`config.mk`:
```
export PLATFORM = sky130hd
export DESIGN_NAME = enc4x2_seq
export DESIGN_NICKNAME = d
export VERILOG_FILES = /design/src/rtl/enc4x2_seq.sv
export SDC_FILE = /design/constraint.sdc
export NUM_CORES = 1
export LEC_CHECK = 0
export ABC_AREA = 1
export ABC_CLOCK_PERIOD_IN_PS = 1500
export BUFFER_PORTS_ARGS = -buffer_cell sky130_fd_sc_hd__buf_2
export CAP_MARGIN = 40
export CORE_MARGIN = 10
export CORE_UTILIZATION = 50
export DETAILED_ROUTE_END_ITERATION = 10
export GPL_ROUTABILITY_DRIVEN = 0
export PLACE_DENSITY_LB_ADDON = 0.25
export SETUP_SLACK_MARGIN = 0.15
export SLEW_MARGIN = 40
export SYNTH_ARGS = -nofsm -noshare
export SYNTH_HDL_FRONTEND = slang
export SYNTH_SLANG_ARGS = --single-unit
```
`constraint.sdc`:
```
create_clock -name clk -period 1.5 [get_ports clk]
set_input_delay 0.075 -clock clk [delete_from_list [all_inputs] [get_ports clk]]
set_output_delay 0.075 -clock clk [all_outputs]
set_load 0.02 [all_outputs]
```
`src/rtl/enc4x2_seq.sv`:
```
// Registered 4-to-2 priority encoder with a one-entry valid/ready output buffer and
// saturating per-code hit counters. Define ENC_ERR_CNT_EN to add the multi-hot err_cnt counter.
module enc4x2_seq #(
  parameter int CNT_W = 8
) (
  input  logic             clk,
  input  logic             rst_n,
  input  logic             en_n,
  input  logic [3:0]       in,
  input  logic             in_vld,
  output logic             in_rdy,
  output logic [1:0]       code,
  output logic             code_vld,
  input  logic             code_rdy,
  output logic             multi,
  output logic             zero_drop,
  input  logic [1:0]       cnt_sel,
  output logic [CNT_W-1:0] cnt_out,
  input  logic             cnt_clr
`ifdef ENC_ERR_CNT_EN
  ,
  output logic [CNT_W-1:0] err_cnt
`endif
);

  logic [1:0]            code_q, code_d;
  logic                  code_vld_q, code_vld_d;
  logic                  multi_q, multi_d;
  logic                  zero_drop_q, zero_drop_d;
  logic [3:0][CNT_W-1:0] cnt_q, cnt_d;

  logic       accept;
  logic       accept_nz;
  logic [1:0] enc_code;
  logic       enc_multi;

  // in_rdy is held low throughout reset, independent of the enable
  assign in_rdy    = rst_n & ~en_n & (~code_vld_q | code_rdy);
  assign accept    = in_vld & in_rdy;
  assign accept_nz = accept & (|in);

  always_comb begin
    enc_code = 2'b00;
    if (in[3])      enc_code = 2'b11;
    else if (in[2]) enc_code = 2'b10;
    else if (in[1]) enc_code = 2'b01;
    enc_multi = (in[3] & (in[2] | in[1] | in[0])) |
                (in[2] & (in[1] | in[0])) |
                (in[1] & in[0]);
  end

  always_comb begin
    code_d      = code_q;
    multi_d     = multi_q;
    code_vld_d  = code_vld_q;
    zero_drop_d = accept & ~(|in);
    cnt_d       = cnt_q;
    if (accept_nz) begin
      code_d     = enc_code;
      multi_d    = enc_multi;
      code_vld_d = 1'b1;
    end else if (code_vld_q && code_rdy) begin
      code_vld_d = 1'b0;
    end
    // Clear takes priority over a same-cycle increment
    if (cnt_clr) begin
      cnt_d = '0;
    end else if (accept_nz && (cnt_q[enc_code] != {CNT_W{1'b1}})) begin
      cnt_d[enc_code] = cnt_q[enc_code] + CNT_W'(1);
    end
  end

  always_ff @(posedge clk or negedge rst_n) begin
    if (!rst_n) begin
      code_q      <= 2'b00;
      code_vld_q  <= 1'b0;
      multi_q     <= 1'b0;
      zero_drop_q <= 1'b0;
      cnt_q       <= '0;
    end else begin
      code_q      <= code_d;
      code_vld_q  <= code_vld_d;
      multi_q     <= multi_d;
      zero_drop_q <= zero_drop_d;
      cnt_q       <= cnt_d;
    end
  end

  assign code      = code_q;
  assign code_vld  = code_vld_q;
  assign multi     = multi_q;
  assign zero_drop = zero_drop_q;
  assign cnt_out   = cnt_q[cnt_sel];

`ifdef ENC_ERR_CNT_EN
  logic [CNT_W-1:0] err_q, err_d;

  always_comb begin
    err_d = err_q;
    if (cnt_clr) begin
      err_d = '0;
    end else if (accept_nz && enc_multi && (err_q != {CNT_W{1'b1}})) begin
      err_d = err_q + CNT_W'(1);
    end
  end

  always_ff @(posedge clk or negedge rst_n) begin
    if (!rst_n) err_q <= '0;
    else        err_q <= err_d;
  end

  assign err_cnt = err_q;
`endif

endmodule
```
# Word-level counts from Yosys, hierarchy flattened
# Index checks and enable logic that the tools add are counted.
[word_totals]
out_inout_bits = 14
ram_bits = 0
latch_bits = 0
n_memories = 0
word_cells = 50
input_bits = 12
register_bits = 37
rom_bits = 0
[classes]
n_bitwise = 17
reduce_logical = 6
magnitude_cmp = 3
n_div = 0
shifts = 0
eq_ne = 1
mul = 0
n_mux = 14
n_addsub = 1
[ops]
columns = ["op", "n"]
rows = [
  ["$mux 32", 2],
  ["$bmux 8 s2", 2],
  ["$bwmux 32", 1],
  ["$mux 8", 3],
  ["$demux 8 s2", 1],
  ["$add 8x1->8 const B", 1],
  ["$and 1x1->1", 8],
  ["$ne 8x8->1 const B", 1],
  ["$lt 2x3->1 const B", 2],
  ["$or 1x1->1", 6],
  ["$mux 2", 2],
  ["$reduce_bool 2->1", 2],
  ["$reduce_or 4->1", 1],
  ["$logic_and 1x1->1", 3],
  ["$mux 1", 3],
  ["$not 1->1", 3],
  ["$ge 2x1->1 const B", 1],
]

# Longest topological paths before layout
# Gate-level depths: netlist of the first run.
[logic_depth]
ltp_word = 10
mapped_depth = 16
ltp_nobuf = 15

# Worst setup path before layout of the first run
# OpenSTA, ideal clock, no wires.
[synth_path]
kind = "flip-flop to flip-flop"
startpoint = "reg code_vld_q, in the netlist code_vld"
endpoint = "reg cnt_q[26] (netlist name)"
period_less_slack_ps = 1923
setup_slack_ps = -423
setup_time_ps = 134
path_stages_with_launch = 10
t_required_ps = 1366
path_buffers = 1
arrival_time_ps = 1789
path_cell_list = "dfrtp_1 > inv_1 > o21ai_0 > nor2_1 > nand2_1 > a21oi_2 > buf_2 > nand3_2 > nand3_1 > o21ai_0"
[synth_between]
elab_chain_len = 7
[synth_lines]
columns = ["element", "line_no", "rtl"]
rows = [
  ["start: declaration", "27", "logic code_vld_q, code_vld_d;"],
  ["start signal: assignment", "82", "code_vld_q <= code_vld_d;"],
  ["$not 1->1", "38", "assign in_rdy = rst_n & ~en_n & (~code_vld_q | code_rdy);"],
  ["$or 1x1->1", "38", ""],
  ["$and 1x1->1", "38", ""],
  ["via in_rdy", "11", "output logic in_rdy,"],
  ["$and 1x1->1", "39", "assign accept = in_vld & in_rdy;"],
  ["$and 1x1->1", "40", "assign accept_nz = accept & (|in);"],
  ["$logic_and 1x1->1", "68", "end else if (accept_nz && (cnt_q[enc_code] != {CNT_W{1'b1}})) begin"],
  ["$reduce_bool 2->1 (no line)", "--", ""],
  ["end signal: assignment", "85", "cnt_q <= cnt_d;"],
  ["end: declaration", "30", "logic [3:0][CNT_W-1:0] cnt_q, cnt_d;"],
]
# The timed path passes the listed nets, and every way through them passes these cells.
# A chain may end at the register's enable or synchronous reset.

# Worst setup path after layout of the first run
[layout_path]
startpoint = "reg cnt_q[10] (netlist name)"
endpoint = "reg cnt_q[20] (netlist name)"
[layout_between]
elab_chain_len = 6
elab_cells_between_ends = 9
classes_between = "add/sub: 1; eq/ne: 1; mux: 5; reduce/logical: 2"
[layout_lines]
columns = ["element", "line_no", "rtl"]
rows = [
  ["$bmux 8 s2 *", "68, 69", ""],
  ["$mux 8 (not written as such) *", "68, 69", ""],
  ["$add 8x1->8", "69", "cnt_d[enc_code] = cnt_q[enc_code] + CNT_W'(1);"],
  ["$bwmux 32", "69", ""],
  ["$mux 32", "68", ""],
  ["$mux 32", "66", "if (cnt_clr) begin"],
]
# Mark *: on every way between the ends. The rest lies on a longest branch, timed or not. The select of a mux whose other input is x is not followed.

==> results of run 1 <==
==> power by group through the flow <==
stage	Sequential (mW)	Clock, mW	Combinational [mW]
after floorplan	1.10	0	0.298
after global placement	1.07	0	0.586
after detailed placement	1.07	0	0.600
after CTS	1.05	0.919	0.645
after global routing	1.06	0.964	0.769
final	1.06	0.926	0.727
==> through the flow <==
| stage | instances | cell area, µm² | utilization |
|---|---|---|---|
| 2_1_floorplan | 321 | 2520 | - |
| 3_3_place_gp | 454 | 3190 | 0.713 |
| 3_5_place_dp | 454 | 3190 | 0.713 |
| 4_1_cts | 470 | 3510 | 0.784 |
| 5_1_grt | 478 | 3750 | 0.838 |
| 6_report | 478 | 3750 | 0.838 |
==> worst paths after layout <==
check                          start   endpoint  cells past startpoint
min                           in_vld  zero_drop                      3
min in group asynchronous      rst_n    code[1]                      3
max reg2reg                cnt_q[10]  cnt_q[20]                     11
max                        cnt_q[10]  cnt_q[20]                     11
max in group asynchronous      rst_n   code_vld                      3
min reg2reg                  code[1]    code[1]                      2
==> logic make-up (layout without fill, tap and decap cells) <==
kind of cell,count (synthesis),in the layout,synth area share
fa+ha+maj,1,1,0.00530
xor+xnor,3,3,0.0111
flops,37,37,0.392
buf+inv,37,140,0.0646
compound gates,53,53,0.117
simple gates,190,192,0.410
==> flip-flops by register name, indices dropped and copies added, names as in the netlist <==
name       flops
zero_drop      1
multi          1
code_vld       1
cnt_q         32
code           2
==> cell usage after synthesis (2+ instances only) <==
cell type / number / area (µm²)
buf_2: 2 / 10.0
a21oi_1: 12 / 60.1
nand2_2: 2 / 12.5
a31oi_1: 2 / 12.5
nand3_2: 4 / 40.0
nor2_4: 2 / 22.5
nand3_1: 49 / 245
nand3b_1: 7 / 52.6
nand3_4: 3 / 52.6
o21ai_0: 23 / 115
inv_2: 3 / 11.3
inv_1: 22 / 82.6
nor2_2: 8 / 50.1
dfrtp_1: 37 / 926
nand4_2: 2 / 25.0
clkbuf_1: 7 / 26.3
or2_2: 7 / 43.8
nor2_1: 42 / 158
nand2_1: 59 / 221
o21ai_1: 11 / 55.1
xnor2_1: 2 / 17.5
o22ai_1: 4 / 25.0
nand2_4: 3 / 33.8
==> repair_timing <==
item | in CTS | in global routing
hold buffers | 3 | 0
setup buffers | 3 | 8
resized for setup | 42 | 54
pin swaps | 8 | 10
setup endpoints to repair | 41 | 43
cloned | 2 | 0
hold endpoints to repair | 39 | 0
==> layout make-up <==
| type | instances | area, µm² | share of cell area |
|---|---|---|---|
| Clock inverter | 2 | 37.5 | 0.0100 |
| Sequential cell | 37 | 927 | 0.247 |
| Clock buffer | 6 | 82.6 | 0.0220 |
| Multi-Input combinational cell | 249 | 1690 | 0.451 |
| Tap cell | 52 | 65.1 | 0.0173 |
| Inverter | 26 | 105 | 0.0280 |
| Timing Repair Buffer | 106 | 841 | 0.224 |
==> critical path, cell delays in order, from the launching register on <==
cell and delay, ns:
dfrtp_1 0.40, inv_1 0.10, nand3_1 0.09, nand3_1 0.14
nor2_4 0.23, nand2_4 0.08, nor2_4 0.16, nand2_8 0.13
nand3_4 0.14, nand2_8 0.09, nand2_1 0.10, nand2_1 0.08
==> routing by layer <==
metal,wire (µm),GRT usage,part of all wire,vias to the layer above
li1,-,-,-,1285
met1,3480,0.259,0.36,1400
met2,4620,0.386,0.47,245
met3,991,0.0533,0.10,73
met4,707,0.153,0.072,0
met5,0,0,0,-
==> flow_summary_export.csv, run 1 <==
group,metric,value,unit
run,cap_violations,0,
clock_tree,cts.reportedPaths.clkPinSlew,0.08,ns
final_layout,final_layout_size_suffix_gt1_frac,0.512,
route,detailedRoute.firstIterationViolations,365,
pwr,p_sw_frac,0.315,
floorplanning,floorplan.io_pins,26,
pwr,ir_drop,0.000630,V
critical_path,criticalPathCategory,"flip-flop to flip-flop",
pwr,switching_power,854,µW
placed_design,placement.setup.worst_slack,-0.293,ns
route,route.vias.total,3003,
sta,layout_worst_path_cycle_share,1.25,
synthesis,synth.lib_cells_used.distinct,31,
route,post_detailed_route_drc_marker_count,0,
floorplanning,full_die_area,7870,µm²
clock_tree,clock_path_buffers,2,
floorplanning,initial_core_util,0.528,
pwr,clockPowerShare,0.342,
final_layout,finalNetCount,438,
clock_tree,clock_tree_from_tritoncts,"done",
final_layout,antenna_cells,0,
floorplanning,fp.dieH,88.7,µm
floorplanning,fp-row-count,24,
clock_tree,cts.htree.levels,2,
pwr,report.power.total,2.71,mW
sta,finalHoldViolations,0,
critical_path,end_kind,"flip-flop",
pwr,internal-power,1.86,mW
critical_path,timing.critical_path.fanout_max,8,
floorplanning,core_area,4470,µm²
critical_path,timing.critical_path.required,1.67,ns
final_layout,final.fill_count,231,
route,detail_route.vias_per_cell,6.28,
synthesis,avgSynthCellArea,7.36,µm²
sta,timing.final.ws_setup,-0.368,ns
route,detailedRoute.firstPassIterationCount,5,
synthesis,edff_count_synth,0,
synthesis,syn_nets,334,
sta,slew-limit-headroom,0.627,
placed_design,dp.final_hpwl,6090,µm
sta,final_period_minus_worst_setup_slack,1.87,ns
synthesis,synth.ff_latch_count,37,
route,avgRoutedWirePerCell,20.5,µm
sta,fmaxAchievable,535,MHz
sta,final-setup-viol-count,32,
placed_design,port-buffer-count,25,
clock_tree,cts_made_buffers,5,
synthesis,yosys_most_used_dff,"dfrtp_1",
clock_tree,cts-root-buf,"clkbuf_8",
sta,worst-slew-pin-transition,0.559,ns
pwr,power.density,722,nW/µm²
sta,skew,0.00667,ns
pwr,reported_leakage_power,1.75,nW
synthesis,synth_warnings,0,
global_routing,overflow,0,
sta,hold_slack,0.0427,ns
final_layout,final_cell_mix,"69 x buf_4, 42 x nand2_1, 36 x dfrtp_1",
run_status,failed_checks,"negative setup slack",
run_status,status,"finished with violations",
pwr,pwr-share-comb,0.268,
clock_tree,clk-insertion-delay-late,0.29,ns
global_routing,grt_antenna_before_repair,0,
clock_tree,clock-sinks,37,
route,route.antenna.remaining_nets,0,
global_routing,global_route_wire_length_before_repair,14100,µm
floorplanning,floorplan.die.width,88.7,µm
global_routing,first_global_vias,2953,
sta,setup_tns,-9.72,ns
synthesis,sequential_share_of_the_synthesized_area,0.392,
critical_path,critPathLaunchType,"flip-flop",
sta,rsz0062_at_grt,"yes",
synthesis,synth_area,2360,µm²
global_routing,grt_max_degree,38,
route,totalWireLength,9800,µm
sta,timing.final.max_slew_violations,0,
worst_hold_path,hp-class,"primary input to flip-flop",
synthesis,postSynth.asyncResetShare,1.00,
global_routing,groute.usage.overall,0.232,
pwr,pwr-share-seq,0.390,
critical_path,ff2ff_setup_slack,-0.37,ns
critical_path,timing.critical_path.arrival,2.04,ns
final_layout,area_growth,58.8,%
final_layout,final_common_cell,"buf_4",
synthesis,synthCells,321,
Power figures use the tool's default switching activity.
==> run 2, diff against run 1 <==
Settings changed: SETUP_SLACK_MARGIN 0.15 to 0.3.
==> run 2 against run 1 <==
The run still ends with negative setup slack left. Register-to-register slack lost 0.15 ns. Highest routed layer unchanged. Flip-flop and latch count is the same. Critical endpoint is now cnt_q[23]. Via count up 7.0%. Largest power group unchanged. Largest cell class unchanged.
==> flow_summary_export.csv, run 2 (synthesis gave the netlist of run 1 again) <==
group,metric,value,unit
sta,layout_worst_path_cycle_share,1.35,
final_layout,finalNetCount,441,
critical_path,worstPathCellList,"inv_1 -> nand3_1 -> nand3_1 -> nor2_1 -> nand2_1 -> nor2_2 -> nand2_1 -> nand2_1 -> nand2_2 -> nor2_1 -> nand2_2 -> nand2_1",
critical_path,critical-path-max-stage-delay,0.38,ns
global_routing,overflow,0,
clock_tree,cts.htree.levels,2,
route,topRoutingLayerUsed,"met4",
floorplanning,initial_core_util,0.528,
pwr,pwr-share-comb,0.288,
clock_tree,clk-insertion-delay-late,0.30,ns
critical_path,critPathTopFamily,"simple AND/OR/NAND/NOR gates",
clock_tree,clock_tree_from_tritoncts,"done",
critical_path,critical_path.slowest_cell,"dfrtp_1",
critical_path,timing.critical_path.fanout_max,4,
critical_path,cpMostUsedCell,"nand2_1",
route,route.antenna.remaining_nets,0,
worst_hold_path,hp-class,"primary input to flip-flop",
sta,setup_tns,-13.98,ns
sta,final_period_minus_worst_setup_slack,2.02,ns
sta,rsz0062_at_grt,"yes",
route,totalWireLength,11500,µm
final_layout,final_cell_mix,"63 x buf_4, 36 x nand2_1, 36 x dfrtp_1",
global_routing,global_route_wire_length_before_repair,15400,µm
route,post_detailed_route_drc_marker_count,0,
clock_tree,clock-sinks,37,
sta,timing.final.ws_setup,-0.518,ns
route,met2WireLength,5420,µm
final_layout,multi_input_area,1780,µm²
final_layout,antenna_cells,0,
route,length_of_routed_wiring_on_met1,3910,µm
final_layout,postLayoutCoreUtil,0.879,
floorplanning,floorplan.io_pins,26,
sta,slew-limit-headroom,0.664,
route,dr_wl_met3,1290,µm
pwr,switching_power,916,µW
global_routing,grt_max_degree,38,
sta,final-setup-viol-count,32,
pwr,pwr-share-seq,0.379,
pwr,reported_leakage_power,1.79,nW
final_layout,area_growth,66.5,%
critical_path,timing.critical_path.required,1.73,ns
run_status,failed_checks,"negative setup slack",
final_layout,final_common_cell,"buf_4",
final_layout,largest_register_ffs,32,
floorplanning,full_die_area,7870,µm²
pwr,clockPowerShare,0.334,
global_routing,first_global_vias,3028,
sta,fmaxAchievable,496,MHz
floorplanning,core_area,4470,µm²
placed_design,placement.setup.worst_slack,-0.293,ns
placed_design,dpl-instance-area,3190,µm²
pwr,ir_drop,0.000610,V
run_status,status,"finished with violations",
route,detailedRoute.firstPassIterationCount,6,
final_layout,sequential_cell_area,927,µm²
clock_tree,clock_path_buffers,2,
critical_path,critPathLaunchType,"flip-flop",
clock_tree,cts.reportedPaths.clkPinSlew,0.09,ns
critical_path,criticalPathCategory,"flip-flop to flip-flop",
final_layout,final_layout_size_suffix_gt1_frac,0.555,
critical_path,crit_path_buffers_inverters,1,
route,route.vias.total,3214,
floorplanning,fp.dieH,88.7,µm
pwr,p_sw_frac,0.327,
final_layout,largest_register,"cnt_q",
global_routing,groute.usage.overall,0.255,
clock_tree,cts-root-buf,"clkbuf_8",
route,avgRoutedWirePerCell,24.0,µm
clock_tree,cts_made_buffers,5,
route,detail_route.vias_per_cell,6.68,
pwr,report.power.total,2.80,mW
floorplanning,floorplan.die.width,88.7,µm
final_layout,fin_area,3930,µm²
critical_path,timing.critical_path.arrival,2.25,ns
critical_path,end_kind,"flip-flop",
route,detailedRoute.firstIterationViolations,420,
floorplanning,fp-row-count,24,
pwr,power.density,713,nW/µm²
sta,worst-slew-pin-transition,0.504,ns
sta,skew,0.0133,ns
placed_design,port-buffer-count,25,
sta,timing.final.max_slew_violations,0,
pwr,internal-power,1.89,mW
placed_design,dp.final_hpwl,6090,µm
final_layout,final.fill_count,202,
sta,finalHoldViolations,0,
global_routing,grt_antenna_before_repair,0,
run,cap_violations,0,
run 2: changes by cell type in the layout (fill, tap and decap cells not counted), sizes merged:
cell / before / now
buf: 103 / 106
inv: 25 / 24
clkinvlp: 1 / 2
run 2: layout make-up:
type                       count  share of cell area
sequential                    37               0.236
multi-input combinational    249               0.453
timing repair buffer         109               0.237
clock buffer                   6              0.0210
tap                           52              0.0165
clock inverter                 2             0.00954
inverter                      26              0.0277
run 2: per-layer routing:
metal  up-vias  GRT usage
met5         -          0
met4         0      0.169
met3       106     0.0597
met2       324      0.430
li1       1287          -
met1      1497      0.280
run 2: power by group through the flow:
| stage | Clock, mW | Combinational, mW | Sequential [mW] |
|---|---|---|---|
| 2_1_floorplan | 0 | 0.298 | 1.10 |
| 4_1_cts | 0.919 | 0.675 | 1.06 |
| 3_3_place_gp | 0 | 0.586 | 1.07 |
| 5_1_grt | 0.974 | 0.840 | 1.06 |
| 6_report | 0.935 | 0.807 | 1.06 |
| 3_5_place_dp | 0 | 0.600 | 1.07 |
run 2: tightest hold or removal path: cells and delay by family:
family | cells | cell delay, ns
AND/OR/NAND/NOR | 2 | 0.13
buffers and inverters | 1 | 0.11
run 2: timing repair:
| action | CTS | global route |
|---|---|---|
| setup buffers | 4 | 10 |
| cloned | 2 | 0 |
| resized for setup | 75 | 60 |
| pin swaps | 13 | 24 |
| endpoints found under the setup margin | 44 | 45 |
| hold buffers | 3 | 0 |
| endpoints found under the hold margin | 39 | 0 |
run 2: path summary, 6_finish.rpt:
path                       slack (ns)  cells after the start  startpoint        end
min in group asynchronous        0.41                      3       rst_n    code[1]
min reg2reg                      0.52                      2     code[1]    code[1]
max                             -0.52                     12    cnt_q[3]  cnt_q[23]
max reg2reg                     -0.52                     12    cnt_q[3]  cnt_q[23]
max in group asynchronous        0.73                      3       rst_n   code_vld
min                              0.04                      3      in_vld  zero_drop
run 2: stage by stage:
stage,hold slack (ns),std cells
3_5_place_dp,0.189,454
2_1_floorplan,-0.221,321
4_1_cts,0.0478,471
6_report,0.0425,481
5_1_grt,0.0524,481
3_3_place_gp,0.189,454
==> run 3, diff against run 2 <==
Settings changed: REMOVE_ABC_BUFFERS set to 1.
==> run 3 against run 2 <==
The flow still finishes with violations (negative setup slack). Critical path type unchanged. Via count rose by 5.4%. Combinational power rose by 4.8%. Largest cell class unchanged. Cell count rose by 2.3%. Sequential power barely moved. Maximum frequency fell by 0.22%. Clock-buffer cell count did not move. Worst setup slack got worse by 0.0044 ns.
==> flow_summary_export.csv, run 3 (synthesis gave the netlist of run 1 again) <==
group,metric,value,unit
pwr,p_sw_frac,0.362,
sta,layout_worst_path_cycle_share,1.35,
sta,setup_tns,-14.24,ns
route,avgRoutedWirePerCell,25.6,µm
final_layout,final.fill_count,168,
route,totalWireLength,12600,µm
run_status,failed_checks,"negative setup slack",
sta,finalHoldViolations,0,
clock_tree,clk-insertion-delay-late,0.31,ns
clock_tree,cts_made_buffers,5,
sta,slew-limit-headroom,0.612,
final_layout,final_layout_size_suffix_gt1_frac,0.582,
critical_path,timing.critical_path.arrival,2.26,ns
critical_path,critPathLaunchType,"flip-flop",
clock_tree,clock_path_buffers,2,
route,post_detailed_route_drc_marker_count,0,
route,route.vias.total,3387,
clock_tree,cts.htree.levels,2,
sta,worst-slew-pin-transition,0.579,ns
clock_tree,cts.reportedPaths.clkPinSlew,0.08,ns
critical_path,end_kind,"flip-flop",
final_layout,largest_register,"cnt_q",
final_layout,finalNetCount,452,
critical_path,critical_path.slowest_cell,"dfrtp_1",
route,route.antenna.remaining_nets,0,
worst_hold_path,hp-class,"primary input to flip-flop",
pwr,power.density,659,nW/µm²
clock_tree,clock-sinks,37,
clock_tree,cts-root-buf,"clkbuf_8",
critical_path,timing.critical_path.fanout_max,8,
route,detailedRoute.firstPassIterationCount,5,
critical_path,timing.critical_path.required,1.73,ns
sta,skew,0.00846,ns
run_status,status,"finished with violations",
route,detailedRoute.firstIterationViolations,574,
final_layout,antenna_cells,0,
floorplanning,floorplan.io_pins,26,
floorplanning,fp.dieH,88.7,µm
critical_path,worstPathCellList,"inv_1 -> nand3_1 -> nand3_2 -> nor2_4 -> nand2_1 -> nor2_4 -> nand2_8 -> buf_12 -> nand3_4 -> nand3_1 -> o21ai_1",
global_routing,overflow,0,
sta,rsz0062_at_grt,"yes",
clock_tree,clock_tree_from_tritoncts,"done",
global_routing,grt_antenna_before_repair,0,
pwr,clockPowerShare,0.277,
final_layout,area_growth,70.0,%
pwr,reported_leakage_power,1.87,nW
final_layout,fin_area,4020,µm²
critical_path,critPathTopFamily,"simple AND/OR/NAND/NOR gates",
pwr,pwr-share-seq,0.404,
final_layout,largest_register_ffs,32,
global_routing,grt_max_degree,38,
pwr,switching_power,958,µW
floorplanning,core_area,4470,µm²
final_layout,final_common_cell,"buf_4",
placed_design,dp.final_hpwl,5680,µm
floorplanning,initial_core_util,0.528,
floorplanning,full_die_area,7870,µm²
pwr,report.power.total,2.64,mW
global_routing,groute.usage.overall,0.253,
critical_path,crit_path_buffers_inverters,2,
pwr,ir_drop,0.000507,V
sta,timing.final.ws_setup,-0.522,ns
global_routing,first_global_vias,3045,
placed_design,port-buffer-count,25,
critical_path,criticalPathCategory,"flip-flop to flip-flop",
critical_path,critical-path-max-stage-delay,0.39,ns
floorplanning,fp-row-count,24,
run,cap_violations,0,
final_layout,final_cell_mix,"69 x buf_4, 39 x nand3_1, 37 x dfrtp_1",
global_routing,global_route_wire_length_before_repair,15100,µm
sta,final-setup-viol-count,34,
floorplanning,floorplan.die.width,88.7,µm
route,detail_route.vias_per_cell,6.88,
sta,timing.final.max_slew_violations,0,
sta,hold_slack,0.0366,ns
sta,final_period_minus_worst_setup_slack,2.02,ns
placed_design,dpl-instance-area,3130,µm²
pwr,internal-power,1.69,mW
sta,fmaxAchievable,495,MHz
pwr,pwr-share-comb,0.320,
-- run 3: final timing paths --
kind | from | endpoint | slack, ns | cells past startpoint
setup / recovery | cnt_q[4] | cnt_q[0] | -0.52 | 11
setup reg to reg | cnt_q[4] | cnt_q[0] | -0.52 | 11
max in group asynchronous | rst_n | cnt_q[17] | 0.73 | 3
hold / removal | in_vld | zero_drop | 0.04 | 3
hold reg to reg | cnt_q[10] | cnt_q[10] | 0.55 | 2
min in group asynchronous | rst_n | code[0] | 0.40 | 3
-- run 3: final cells by class --
| type | count | area (µm²) | share of cell area |
|---|---|---|---|
| clock buffers | 6 | 72.6 | 0.0181 |
| clock inverters | 2 | 10.0 | 0.00249 |
| inverters | 26 | 104 | 0.0259 |
| multi-input cells | 248 | 1790 | 0.445 |
| flip-flops and latches | 37 | 926 | 0.231 |
| well taps | 52 | 65.1 | 0.0162 |
| repair buffers | 121 | 1050 | 0.262 |
-- run 3: metal layers --
layer  vias to the layer above  part of all wire  wire length (µm)  GRT usage
li1                       1306                 -                 -          -
met5                         -                 0                 0          0
met3                       156              0.13              1630     0.0616
met1                      1555              0.32              4030      0.284
met2                       370              0.45              5630      0.416
met4                         0              0.10              1320      0.175
-- run 3: worst register-to-register path, delay by kind of cell, from the launching register on --
family	cells	cell delay, ns
compound gates	1	0.13
simple gates	8	1.19
flops	1	0.39
buf+inv	2	0.23
-- run 3: power groups by stage --
stage | logic (mW) | registers, mW | clock network [mW]
2_1_floorplan | 0.243 | 1.09 | 0
3_3_place_gp | 0.563 | 1.07 | 0
3_5_place_dp | 0.571 | 1.07 | 0
4_1_cts | 0.660 | 1.06 | 0.703
5_1_grt | 0.874 | 1.07 | 0.777
6_report | 0.846 | 1.07 | 0.732
-- run 3: repair_timing --
| item | CTS | global route |
|---|---|---|
| hold buffers | 3 | 0 |
| buffers inserted | 10 | 6 |
| setup endpoints to repair | 44 | 45 |
| hold endpoints to repair | 39 | 0 |
| pin swaps | 21 | 26 |
| resized for setup | 93 | 90 |
| gates cloned | 1 | 0 |
-- run 3: stage by stage --
stage / cells / setup WS (ns) / util
global route: 492 / -0.575 / 0.897
CTS: 486 / -0.293 / 0.807
finish: 492 / -0.522 / 0.897
global placement: 464 / -0.374 / 0.699
floorplan: 310 / -0.558 / -
detailed placement: 464 / -0.442 / 0.699
